<file path="src/rtl/pipeline_pkg.sv">
// pipeline_pkg: shared types and constants for the ID/EX hazard controller.
// Provides the mul/div FSM state enum, the register address width and the
// encoding of the hard-wired zero register.
package pipeline_pkg;
    localparam int REG_AW = 5;
    localparam logic [REG_AW-1:0] REG_ZERO = 5'd0;
    typedef enum logic {IDLE, MD_BUSY} md_state_e;
endpackage

</file>
<file path="src/rtl/hazard_scoreboard.sv">
// hazard_scoreboard: shift register of in-flight destination registers
// (entry 0 = EX) plus the rs/rt match comparators.
// Ports: clk_i/rst_ni clock and async active-low reset; push_valid_i and
// push_addr_i load entry 0 every edge; rs_addr_i/rt_addr_i are compared
// against every valid entry; rs_match_o/rt_match_o flag a hit ($0 never hits).
module hazard_scoreboard
    import pipeline_pkg::*;
#(
    parameter int SB_DEPTH = 3
) (
    input  logic              clk_i,
    input  logic              rst_ni,
    input  logic              push_valid_i,
    input  logic [REG_AW-1:0] push_addr_i,
    input  logic [REG_AW-1:0] rs_addr_i,
    input  logic [REG_AW-1:0] rt_addr_i,
    output logic              rs_match_o,
    output logic              rt_match_o
);
    logic [SB_DEPTH-1:0] valid_q;
    logic [REG_AW-1:0]   addr_q [SB_DEPTH];

    always_ff @(posedge clk_i or negedge rst_ni) begin
        if (!rst_ni) begin
            valid_q <= '0;
            for (int i = 0; i < SB_DEPTH; i++) addr_q[i] <= REG_ZERO;
        end else begin
            for (int i = SB_DEPTH - 1; i > 0; i--) begin
                valid_q[i] <= valid_q[i-1];
                addr_q[i]  <= addr_q[i-1];
            end
            valid_q[0] <= push_valid_i;
            addr_q[0]  <= push_addr_i;
        end
    end

    always_comb begin
        rs_match_o = 1'b0;
        rt_match_o = 1'b0;
        for (int i = 0; i < SB_DEPTH; i++) begin
            rs_match_o = rs_match_o | (valid_q[i] && addr_q[i] == rs_addr_i);
            rt_match_o = rt_match_o | (valid_q[i] && addr_q[i] == rt_addr_i);
        end
        rs_match_o = rs_match_o && rs_addr_i != REG_ZERO;
        rt_match_o = rt_match_o && rt_addr_i != REG_ZERO;
    end
endmodule

</file>
<file path="src/rtl/pipeline_hazard_controller.sv">
// pipeline_hazard_controller: RAW/mul-div stall and branch flush control for
// the ID/EX register of a 5-stage pipeline without forwarding.
// Ports: clk_i/rst_ni clock and async active-low reset; id_*_i describe the
// instruction in ID; stall_if_o holds PC and IF/ID, id_ex_pause_o inserts a
// bubble, flush_if_id_o clears IF/ID on an issuing taken branch, md_busy_o
// marks the mul/div FSM busy, stall_cycles_o is a saturating stall counter.
module pipeline_hazard_controller
    import pipeline_pkg::*;
#(
    parameter int SB_DEPTH  = 3,
    parameter int MD_CYCLES = 8,
    parameter int CNT_WIDTH = 16
) (
    input  logic                 clk_i,
    input  logic                 rst_ni,
    input  logic                 id_valid_i,
    input  logic [REG_AW-1:0]    id_rs_addr_i,
    input  logic                 id_rs_used_i,
    input  logic [REG_AW-1:0]    id_rt_addr_i,
    input  logic                 id_rt_used_i,
    input  logic [REG_AW-1:0]    id_rd_write_address_i,
    input  logic                 id_rd_write_enable_i,
    input  logic                 id_md_start_i,
    input  logic                 id_branch_taken_i,
    output logic                 stall_if_o,
    output logic                 flush_if_id_o,
    output logic                 id_ex_pause_o,
    output logic                 md_busy_o,
    output logic [CNT_WIDTH-1:0] stall_cycles_o
);
    localparam logic [7:0] MD_LOAD = 8'(MD_CYCLES - 1);

    md_state_e            state_q, state_d;
    logic [7:0]           md_cnt_q, md_cnt_d;
    logic [CNT_WIDTH-1:0] stall_cycles_q, stall_cycles_d;
    logic                 rs_match, rt_match, raw, md_busy, stall, issue;

    hazard_scoreboard #(.SB_DEPTH(SB_DEPTH)) u_sb (
        .clk_i        (clk_i),
        .rst_ni       (rst_ni),
        .push_valid_i (issue && id_rd_write_enable_i && id_rd_write_address_i != REG_ZERO),
        .push_addr_i  (id_rd_write_address_i),
        .rs_addr_i    (id_rs_addr_i),
        .rt_addr_i    (id_rt_addr_i),
        .rs_match_o   (rs_match),
        .rt_match_o   (rt_match)
    );

    assign raw     = id_valid_i && ((id_rs_used_i && rs_match) || (id_rt_used_i && rt_match));
    assign md_busy = state_q == MD_BUSY;
    assign stall   = raw || md_busy;
    assign issue   = id_valid_i && !stall;

    always_comb begin
        state_d        = state_q;
        md_cnt_d       = md_cnt_q;
        stall_cycles_d = (stall && !(&stall_cycles_q)) ? stall_cycles_q + 1'b1 : stall_cycles_q;
        if (state_q == IDLE) begin
            if (issue && id_md_start_i) begin
                state_d  = MD_BUSY;
                md_cnt_d = MD_LOAD;
            end
        end else begin
            md_cnt_d = md_cnt_q - 8'd1;
            state_d  = (md_cnt_q == 8'd1) ? IDLE : MD_BUSY;
        end
    end

    always_ff @(posedge clk_i or negedge rst_ni) begin
        if (!rst_ni) begin
            state_q        <= IDLE;
            md_cnt_q       <= '0;
            stall_cycles_q <= '0;
        end else begin
            state_q        <= state_d;
            md_cnt_q       <= md_cnt_d;
            stall_cycles_q <= stall_cycles_d;
        end
    end

    // Outputs are combinational from ID inputs, so gate them with reset to
    // keep them at 0 while reset is held even if ID shows a taken branch.
    assign stall_if_o     = rst_ni && stall;
    assign id_ex_pause_o  = rst_ni && stall;
    assign flush_if_id_o  = rst_ni && issue && id_branch_taken_i;
    assign md_busy_o      = rst_ni && md_busy;
    assign stall_cycles_o = stall_cycles_q;
endmodule

</file>
<file path="config.mk">
export PLATFORM = sky130hd
export DESIGN_NAME = pipeline_hazard_controller
export DESIGN_NICKNAME = d
export VERILOG_FILES = /design/src/rtl/pipeline_pkg.sv /design/src/rtl/hazard_scoreboard.sv /design/src/rtl/pipeline_hazard_controller.sv
export SDC_FILE = /design/constraint.sdc
export NUM_CORES = 1
export LEC_CHECK = 0
export CORE_MARGIN = 2
export CORE_UTILIZATION = 30
export DETAILED_ROUTE_END_ITERATION = 6
export HOLD_SLACK_MARGIN = 0.12
export MAX_ROUTING_LAYER = met4
export PLACE_DENSITY = 0.62
export SETUP_SLACK_MARGIN = 0.5
export SYNTH_ARGS = -nofsm -noshare
export SYNTH_HDL_FRONTEND = slang
export SYNTH_SLANG_ARGS = --single-unit
</file>
<file path="constraint.sdc">
create_clock -name clk_i -period 2.75 [get_ports clk_i]
set_input_delay 0.55 -clock clk_i [delete_from_list [all_inputs] [get_ports clk_i]]
set_output_delay 0.55 -clock clk_i [all_outputs]
set_load 0.05 [all_outputs]
</file>
# After elaboration in Yosys (flattened, before gate mapping)

Index checks and enable logic that the tools add are counted.

Input bits: 23
Bits in registers: 43
Output and inout bits: 20

Bitwise gates (word level): 4
Reductions and logical operators: 29
Multiplexer cells: 5
Eq/ne operators: 7
Add/sub/neg operators: 2

Operator list:

| cell                                                                   | count |
|---|---|
| 5-bit equality test                                                    | 6 |
| 1-bit logical AND                                                      | 20 |
| 16-bit by 1-bit adder with 16-bit output (second input constant)       | 1 |
| 8-bit 2-to-1 mux                                                       | 2 |
| 16-bit AND reduction                                                   | 1 |
| 5-bit nonzero test                                                     | 3 |
| 8-bit by 1-bit equality test with 1-bit output (second input constant) | 1 |
| 8-bit by 1-bit subtractor with 8-bit output (second input constant)    | 1 |
| 1-bit OR                                                               | 4 |
| 1-bit 2-to-1 mux                                                       | 3 |
| 1-bit logical NOT                                                      | 2 |
| 1-bit logical OR                                                       | 2 |
| 2-bit nonzero test                                                     | 1 |

# Depth between registers and ports, before layout

Gate-level depths: netlist of run 1.

Depth in word-level cells: 14
Depth in mapped cells: 8
Mapped depth without buffers: 7

# Cells and area by module

From an unflattened synthesis of run 1, not the netlist that was laid out.

Cells, all modules: 192
Area, all modules: 2183.3 um^2

Modules (own cells, without submodules):

| module                     | seq. area each (um^2) | instances | cells an instance | area an instance (um^2) |
|---|---|---|---|---|
| pipeline_hazard_controller | 625.6                 | 1         | 126               | 1353.8 |
| hazard_scoreboard          | 450.4                 | 1         | 66                | 829.5 |

# Worst setup path before layout of run 1

OpenSTA, ideal clock, no wires.

Path kind: input-to-output
Start: in id_rs_addr_i[3]
End: out stall_if_o
Data arrival time: 2.775 ns
Stages on the path: 8
Buffers on the path: 2
Required time: 2.200 ns
Slack: -0.575 ns
Cells stage by stage: xor2_1 > nor4_2 > nand3_1 > a311oi_2 > a211oi_4 > buf_6 > nor2b_1 > buf_4

Word-level cells in the longest chain between the ends: 10

Ends and longest elaborated chain:

| item                   | line                             | source |
|---|---|---|
| from (decl)            | pipeline_hazard_controller.sv:17 | `input logic [REG_AW-1:0] id_rs_addr_i,` |
| 5-bit equality test    | hazard_scoreboard.sv:41          | `rs_match_o = rs_match_o \| (valid_q[i] && addr_q[i] == rs_addr_i);` |
| 1-bit logical AND      | hazard_scoreboard.sv:41          |  |
| 1-bit OR (2 in series) | hazard_scoreboard.sv:41          |  |
| 1-bit logical AND (*)  | hazard_scoreboard.sv:44          | `rs_match_o = rs_match_o && rs_addr_i != REG_ZERO;` |
| 1-bit logical AND (*)  | pipeline_hazard_controller.sv:49 | `assign raw = id_valid_i && ((id_rs_used_i && rs_match) \|\| (id_rt_used_i && rt_match));` |
| 1-bit logical OR (*)   | pipeline_hazard_controller.sv:49 |  |
| 1-bit logical AND (*)  | pipeline_hazard_controller.sv:49 |  |
| 1-bit logical OR (*)   | pipeline_hazard_controller.sv:51 | `assign stall = raw \|\| md_busy;` |
| 1-bit logical AND (*)  | n/a                              |  |
| to (decl)              | pipeline_hazard_controller.sv:25 | `output logic stall_if_o,` |

Every way passes the cells marked *; elsewhere a longest branch is shown, timed or not.

# Worst setup path after layout of run 1

Start: reg u_sb.addr_q[7] (netlist bit)
End: out id_ex_pause_o

Word-level cells in the longest chain between the ends: 10

Ends and longest elaborated chain:

| item                                             | line                                             | source |
|---|---|---|
| from (decl)                                      | hazard_scoreboard.sv:21                          | `logic [REG_AW-1:0] addr_q [SB_DEPTH];` |
| from (signal, indexed assignment)                | hazard_scoreboard.sv:30                          | `addr_q[i] <= addr_q[i-1];` |
| 5-bit equality test, on equally long branches    | hazard_scoreboard.sv:41, hazard_scoreboard.sv:42 |  |
| 1-bit logical AND, on equally long branches      | hazard_scoreboard.sv:41, hazard_scoreboard.sv:42 |  |
| 1-bit OR, on equally long branches (2 in series) | hazard_scoreboard.sv:41, hazard_scoreboard.sv:42 |  |
| 1-bit logical AND, on equally long branches      | hazard_scoreboard.sv:44, hazard_scoreboard.sv:45 |  |
| 1-bit logical AND                                | pipeline_hazard_controller.sv:49                 |  |
| 1-bit logical OR (*)                             | pipeline_hazard_controller.sv:49                 |  |
| 1-bit logical AND (*)                            | pipeline_hazard_controller.sv:49                 |  |
| 1-bit logical OR (*)                             | pipeline_hazard_controller.sv:51                 |  |
| 1-bit logical AND (*)                            | pipeline_hazard_controller.sv:84                 | `assign id_ex_pause_o = rst_ni && stall;` |
| to (decl)                                        | pipeline_hazard_controller.sv:27                 | `output logic id_ex_pause_o,` |

Marks and branches as above.

==> flow_summary_export.csv, run 1 <==
group,metric,value,unit
yosys,synth.avg_cell_area,11.0,um^2
sta,fin_setup_tns,0,ns
final_layout,drive_gt1_share,28.4,%
final_layout,filler_cell_count,705,
worst_setup_path,crit_required,2.20,ns
worst_setup_path,cp-start-kind,"register",
floorplan,num_rows,31,
global_routing,grt_pass1_wl,8.64,mm
routing,vias_per_cell,4.56,
yosys,ys.flop_type,"dfrtp_1",
floorplan,io_pins,43,
yosys,yosysSeqAreaShare,48.9,%
run_status,run_status,"completed",
clock_tree,cts_tree,"built",
routing,ant_nets,0,
clock_tree,cts_buffer_depth,2,
sta,setup_viol,0,
routing,avgRoutedWirePerCell,14.0,um
clock_tree,clock_latency,0.30,ns
routing,via_count,1674,
sta,whs,0.212,ns
global_routing,grt_overflow,0,
worst_setup_path,path_max_fanout,3,
power_and_ir_drop,power.leakage,0.00138,uW
floorplan,core,7180,um^2
final_layout,finalNetCount,293,
routing,wirelength,5.14,mm
floorplan,fp.dieW,89.7,um
global_routing,grt_pass1_vias,1715,
sta,worst_pin_slew,0.633,ns
sta,rsz0062_at_grt,"true",
global_routing,grtUsageTotal,14.6,%
final_layout,final_core_util,43.2,%
yosys,synthTopCellsByArea,"dfrtp_1 (49%), xor2_1 (18%), nor3_2 (4.1%)",
floorplan,initial_core_util,30.7,%
worst_hold_path,hold_path_class,"input port to async pin",
routing,dr.first_iter.drc_count,57,
place,io_buffer_count,42,
yosys,yosysTopAreaCell,"dfrtp_1",
run,cap_viol_max_count,0,
place,dp_hpwl,3.67,mm
sta,timing.final.max_slew_violations,0,
yosys,synthArstFlopShare,100,%
sta,hold_viol_final,0,
routing,drc,0,
yosys,yosysTopAreaCellShare,48.9,%
yosys,yosys_warnings,0,
power_and_ir_drop,vdd_ir_drop_max,0.000628,V
worst_setup_path,path_class,"register to output pin",
floorplan,dieHeight,89.7,um
final_layout,fin_area,3100,um^2
yosys,yosys.cell_types.count,37,
global_routing,antenna_found_initial,0,
power_and_ir_drop,finalPower,2220,uW
worst_setup_path,worstPathArrival,2.14,ns
yosys,synth_area,2200,um^2
clock_tree,clk_pin_slew,0.09,ns
clock_tree,clock-root-buffer,"clkbuf_8",
sta,min_period,2.69,ns
clock_tree,htree_levels,2,
sta,fin_crit_sh,97.7,%
yosys,syn_nets,227,
floorplan,die_area,8040,um^2
power_and_ir_drop,p_per_area,718,nW/um^2
global_routing,grt_max_degree,30,
place,postPlaceCellArea,2870,um^2
sta,finClkSkew,0.0167,ns
sta,slew_headroom,57.8,%
yosys,netlist_instances,201,
worst_setup_path,end_kind,"output pin",
routing,drt_pass1_iterations,4,
final_layout,area_delta_synth_final,40.7,%
sta,fmax,0.372,GHz
final_layout,n_antenna_cell,0,
yosys,ys_seq_elements,43,
clock_tree,cts_buffers,5,
clock_tree,clock_sinks,43,
place,gp_congestion,0.814,
yosys,synth_edf_count,0,
==> placed cells by master (no fill, tap or decap), types with 3 or more instances in the layout <==
master           count
nand2_1             15
clkbuf_8             5
ha_1                 3
buf_4               19
xor2_1              44
inv_1                3
buf_6                3
dfrtp_1             38
nor3_2               9
clkdlybuf4s50_1     27
dfrtp_2              5
xnor2_1              6
nor3_1               3
nor2_1              12
nand3_1             16
nor4_2               5
buf_2                6
==> per-layer routing <==
layer / vias to the layer above / part of all wire, % / track usage [%]
li1: 814 / - / -
met1: 820 / 46 / 20.1
met2: 34 / 49 / 21.7
met3: 6 / 3.6 / 2.83
met4: 0 / 1.3 / 4.88
met5: - / 0 / -
==> cell usage after synthesis, drive strengths merged (3+ instances only) <==
cell and count:
xor2 44, ha 3, nor4 8, o21ai 4
inv 3, buf 3, nor3 13, xnor2 6
and3 3, dfrtp 43, nand2 16, or4 3
nor2 13, nand3 16
==> worst max-delay path, cell delays in order (launching register included) <==
cell      delay (ns)
dfrtp_1         0.41
buf_4           0.14
xor2_1          0.16
nor4_1          0.28
nand3_1         0.16
a31oi_4         0.21
a211oi_4        0.11
nor2b_4         0.19
buf_8           0.16
==> cells by family after synthesis <==
family	count (synthesis)	synth area share, %
adder cells (fa/ha/maj)	3	1.70
buffers and inverters	8	1.93
AND/OR/NAND/NOR	84	22.3
flip-flops	43	48.9
multiplexers	1	0.511
AO/OA/AOI/OAI	12	4.77
XOR/XNOR	50	19.9
==> state kept, by name, indices dropped and copies added, names as in the netlist <==
| name | count |
|---|---|
| stall_cycles_o | 16 |
| u_sb.addr_q | 15 |
| md_cnt_q | 8 |
| u_sb.valid_q | 3 |
| md_busy | 1 |
==> where the power goes <==
group / internal, uW / switching, uW
Sequential: 770 / 163
Combinational: 376 / 514
Clock: 178 / 224
==> area by class of cell <==
type / instances / area [um^2] / area share, %
Clock inverter: 2 / 12.5 / 0.404
Inverter: 3 / 11.3 / 0.363
Sequential cell: 43 / 1080 / 34.9
Tap cell: 99 / 124 / 4.00
Clock buffer: 6 / 72.6 / 2.34
Multi-Input combinational cell: 150 / 1200 / 38.7
Timing Repair Buffer: 64 / 598 / 19.3
==> final timing paths <==
| kind | startpoint | endpoint | slack [ns] | cells past startpoint |
|---|---|---|---|---|
| max | u_sb.addr_q[7]$_DFF_PN0_ | id_ex_pause_o | 0.06 | 8 |
| min | rst_ni | stall_cycles_o[3]$_DFFE_PN0P_ | 0.21 | 2 |
| max reg2reg | u_sb.addr_q[7]$_DFF_PN0_ | stall_cycles_o[1]$_DFFE_PN0P_ | 0.35 | 9 |
| min reg2reg | u_sb.valid_q[0]$_DFF_PN0_ | u_sb.valid_q[1]$_DFF_PN0_ | 0.43 | 0 |
| max in group asynchronous | rst_ni | stall_cycles_o[1]$_DFFE_PN0P_ | 2.04 | 2 |
| min in group clk_i | u_sb.valid_q[0]$_DFF_PN0_ | u_sb.valid_q[1]$_DFF_PN0_ | 0.43 | 0 |
==> repair_timing <==
action / 4_1_cts / 5_1_grt
setup buffers: 2 / 4
endpoints found under the hold margin: 1 / 0
hold buffers: 1 / 0
pin swaps: 16 / 12
setup endpoints to repair: 28 / 22
gates resized for setup: 48 / 9
cloned: 0 / 0
==> per-stage QoR <==
stage / std cells / worst slack [ns]
6_report: 367 / 0.0623
3_5_place_dp: 352 / -0.350
3_3_place_gp: 352 / -0.378
4_1_cts: 363 / -0.0466
5_1_grt: 367 / -0.0547
2_1_floorplan: 201 / 0.0139
(Power assumes the default switching activity.)
==> run 2: changes to the inputs <==
--- a/config.mk
+++ b/config.mk
@@ -5,13 +5,15 @@
 export SDC_FILE = /design/constraint.sdc
 export NUM_CORES = 1
 export LEC_CHECK = 0
+export ABC_AREA = 1
 export CORE_MARGIN = 2
 export CORE_UTILIZATION = 30
 export DETAILED_ROUTE_END_ITERATION = 6
 export HOLD_SLACK_MARGIN = 0.12
 export MAX_ROUTING_LAYER = met4
-export PLACE_DENSITY = 0.62
+export PLACE_DENSITY = 0.61
 export SETUP_SLACK_MARGIN = 0.5
+export SKIP_LAST_GASP = 1
 export SYNTH_ARGS = -nofsm -noshare
 export SYNTH_HDL_FRONTEND = slang
 export SYNTH_SLANG_ARGS = --single-unit
==> flow_summary_export.csv, run 2 <==
group,metric,value,unit
run_status,run_status,"completed",
place,gp_congestion,1.03,
worst_setup_path,critPathMaxStageDelay,0.42,ns
yosys,yosysMostFrequentCell,"nand2_1",
routing,via_count,2349,
place,dp_cells,509,
final_layout,filler_cell_count,862,
worst_setup_path,path_max_fanout,3,
worst_hold_path,hold_path_class,"input port to async pin",
power_and_ir_drop,vdd_ir_drop_max,0.000205,V
yosys,yosysTopAreaCell,"dfrtp_1",
final_layout,n_antenna_cell,0,
global_routing,grtUsageTotal,15.2,%
clock_tree,clock_latency,0.30,ns
worst_setup_path,crit_path_frequent_cell,"nand2_1",
worst_setup_path,reg2reg_slack,0.95,ns
global_routing,grt_overflow,0,
floorplan,io_pins,43,
global_routing,antenna_found_initial,0,
final_layout,final_core_util,40.0,%
sta,slew_headroom,66.2,%
floorplan,num_rows,33,
place,dp_hpwl,4.90,mm
worst_setup_path,cp-start-kind,"register",
routing,ant_nets,0,
sta,timing.final.max_slew_violations,0,
sta,fin_ws,0.385,ns
power_and_ir_drop,p_per_area,421,nW/um^2
floorplan,die_area,9210,um^2
yosys,netlist_instances,360,
sta,fmax,0.423,GHz
routing,drt_pass1_iterations,4,
sta,setup_viol,0,
clock_tree,cts_tree,"built",
floorplan,initial_core_util,30.9,%
floorplan,core,8220,um^2
global_routing,grt_pass1_vias,2257,
final_layout,area_delta_synth_final,29.6,%
worst_setup_path,crit_required,2.20,ns
final_layout,fin_area,3290,um^2
sta,fin_crit_sh,86.0,%
worst_setup_path,reg2reg_from,"stall_cycles_o[0]$_DFFE_PN0P_",
yosys,synth_area,2540,um^2
clock_tree,clk_pin_slew,0.09,ns
final_layout,final_cell_mix,"nand2_1 (137), dfrtp_1 (40), nor2_1 (38)",
routing,avgRoutedWirePerCell,12.2,um
worst_setup_path,crit_chain,"inv_2 > nand2_1 > nand2_1 > nor2_1 > nand3_1 > nand3_1 > nand2_1 > nand2_2 > nand2_4 > nand2_4 > nor3_4 > buf_12",
power_and_ir_drop,power.leakage,0.00164,uW
place,io_buffer_count,42,
yosys,ys_seq_elements,43,
worst_setup_path,cp_slowest_cell,"dfrtp_1",
final_layout,layout_commonest_cell,"nand2_1",
worst_setup_path,end_kind,"output pin",
worst_setup_path,path_class,"register to output pin",
routing,vias_per_cell,4.53,
clock_tree,htree_levels,2,
place,postPlaceCellArea,3150,um^2
yosys,ys.flop_type,"dfrtp_1",
global_routing,grt_pass1_wl,10.6,mm
sta,min_period,2.36,ns
yosys,yosysSeqAreaShare,42.4,%
yosys,synth.avg_cell_area,7.04,um^2
sta,fin_setup_tns,0,ns
final_layout,largest_register_ff_count,16,
clock_tree,cts_buffer_depth,2,
yosys,synthTopCellsByArea,"dfrtp_1 (42%), nand2_1 (21%), nor2_1 (6.1%)",
yosys,yosysTopAreaCellShare,42.4,%
worst_setup_path,r2r_cells,10,
place,post-place-ws,-0.0705,ns
yosys,ys_top_cells_by_count,"nand2_1 (142), dfrtp_1 (43), nor2_1 (41), inv_1 (39), nand3_1 (20)",
yosys,synth_edf_count,0,
final_layout,stdcell_count,519,
yosys,yosys_warnings,0,
floorplan,fp.dieW,95.9,um
sta,rsz0062_at_grt,"true",
routing,wirelength,6.33,mm
run,cap_viol_max_count,0,
yosys,yosys.cell_types.count,25,
final_layout,drive_gt1_share,19.3,%
worst_setup_path,worstReg2RegEnd,"stall_cycles_o[2]$_DFFE_PN0P_",
clock_tree,clock_sinks,43,
yosys,syn_nets,386,
sta,finClkSkew,0.00918,ns
sta,hold_viol_final,0,
clock_tree,clock-root-buffer,"clkbuf_8",
yosys,synthArstFlopShare,100,%
floorplan,dieHeight,95.9,um
final_layout,finalNetCount,439,
sta,worst_pin_slew,0.505,ns
worst_setup_path,worstPathArrival,1.81,ns
routing,drc,0,
global_routing,grt_max_degree,28,
clock_tree,cts_buffers,5,
routing,dr.first_iter.drc_count,94,
## run 2: cell count changes after synthesis, moves of 6 or more
cell,before,now
nor3_2,9,2
nand2_1,16,142
inv_2,0,10
inv_1,3,39
nor2_1,13,41
xor2_1,44,11
o21ai_0,2,8
nand4_1,0,6
## run 2: kinds of logic (layout without fill, tap and decap cells)
| kind of cell | after synthesis | in the layout | share of synthesized area, % |
|---|---|---|---|
| xor gates and xnor gates | 17 | 17 | 6.17 |
| AOI/OAI and AO/OA | 18 | 18 | 4.09 |
| and+or+nand+nor | 224 | 224 | 36.7 |
| DFF | 43 | 43 | 42.4 |
| buffers and inverters | 55 | 109 | 9.13 |
| adders and majority gates | 3 | 3 | 1.48 |
## run 2: area by class of cell
cell class	count	area, um^2	share of cell area [%]
Tap cell	105	131	4.00
Inverter	49	184	5.60
Clock inverter	2	60.1	1.83
Multi-Input combinational cell	262	1280	39.1
Sequential cell	43	1080	32.9
Clock buffer	6	72.6	2.21
Timing Repair Buffer	52	473	14.4
## run 2: worst max-delay path, delay by kind of cell, from the launching register on
| kind | cells | cell delay [ns] |
|---|---|---|
| buffers and inverters | 2 | 0.23 |
| and+or+nand+nor | 10 | 0.87 |
| DFF | 1 | 0.42 |
## run 2: through the flow
step | power [uW] | hold WS [ns]
after floorplan | 724 | 0.254
after global placement | 810 | 0.411
after detailed placement | 809 | 0.417
after CTS | 1400 | 0.105
after global routing | 1450 | 0.287
final | 1380 | 0.273
## run 2: worst max path at each step
stage                                   start             to  slack (ns)  depth (start not counted)
finish               u_sb.addr_q[4]$_DFF_PN0_  flush_if_id_o        0.39                         12
global route        u_sb.addr_q[14]$_DFF_PN0_     stall_if_o        0.26                         11
CTS                  u_sb.addr_q[4]$_DFF_PN0_     stall_if_o        0.38                         11
detailed placement            id_rt_addr_i[4]     stall_if_o       -0.07                         12
global placement              id_rt_addr_i[4]     stall_if_o       -0.09                         12
floorplan                     id_rs_addr_i[2]     stall_if_o        0.44                         10
## run 2: report_power, final
part | internal (uW) | total [uW] | switching, uW
clock network | 363 | 586 | 222
logic | 58.0 | 143 | 84.9
registers | 643 | 656 | 12.7
total | 1060 | 1380 | 320
## run 2: layer usage
metal	track usage (%)	vias up	part of all wire (%)	wire, um
li1	-	1210	-	-
met1	19.6	1065	47	2950
met2	24.4	61	47	2950
met3	2.11	13	4.2	266
met4	5.60	0	2.6	166
met5	-	-	0	0
## run 2: repair_timing
action / in CTS / in global routing
resized for setup: 46 / 25
gates cloned: 0 / 0
pin swaps: 16 / 21
endpoints found under the hold margin: 6 / 6
setup buffers: 1 / 0
endpoints found under the setup margin: 8 / 3
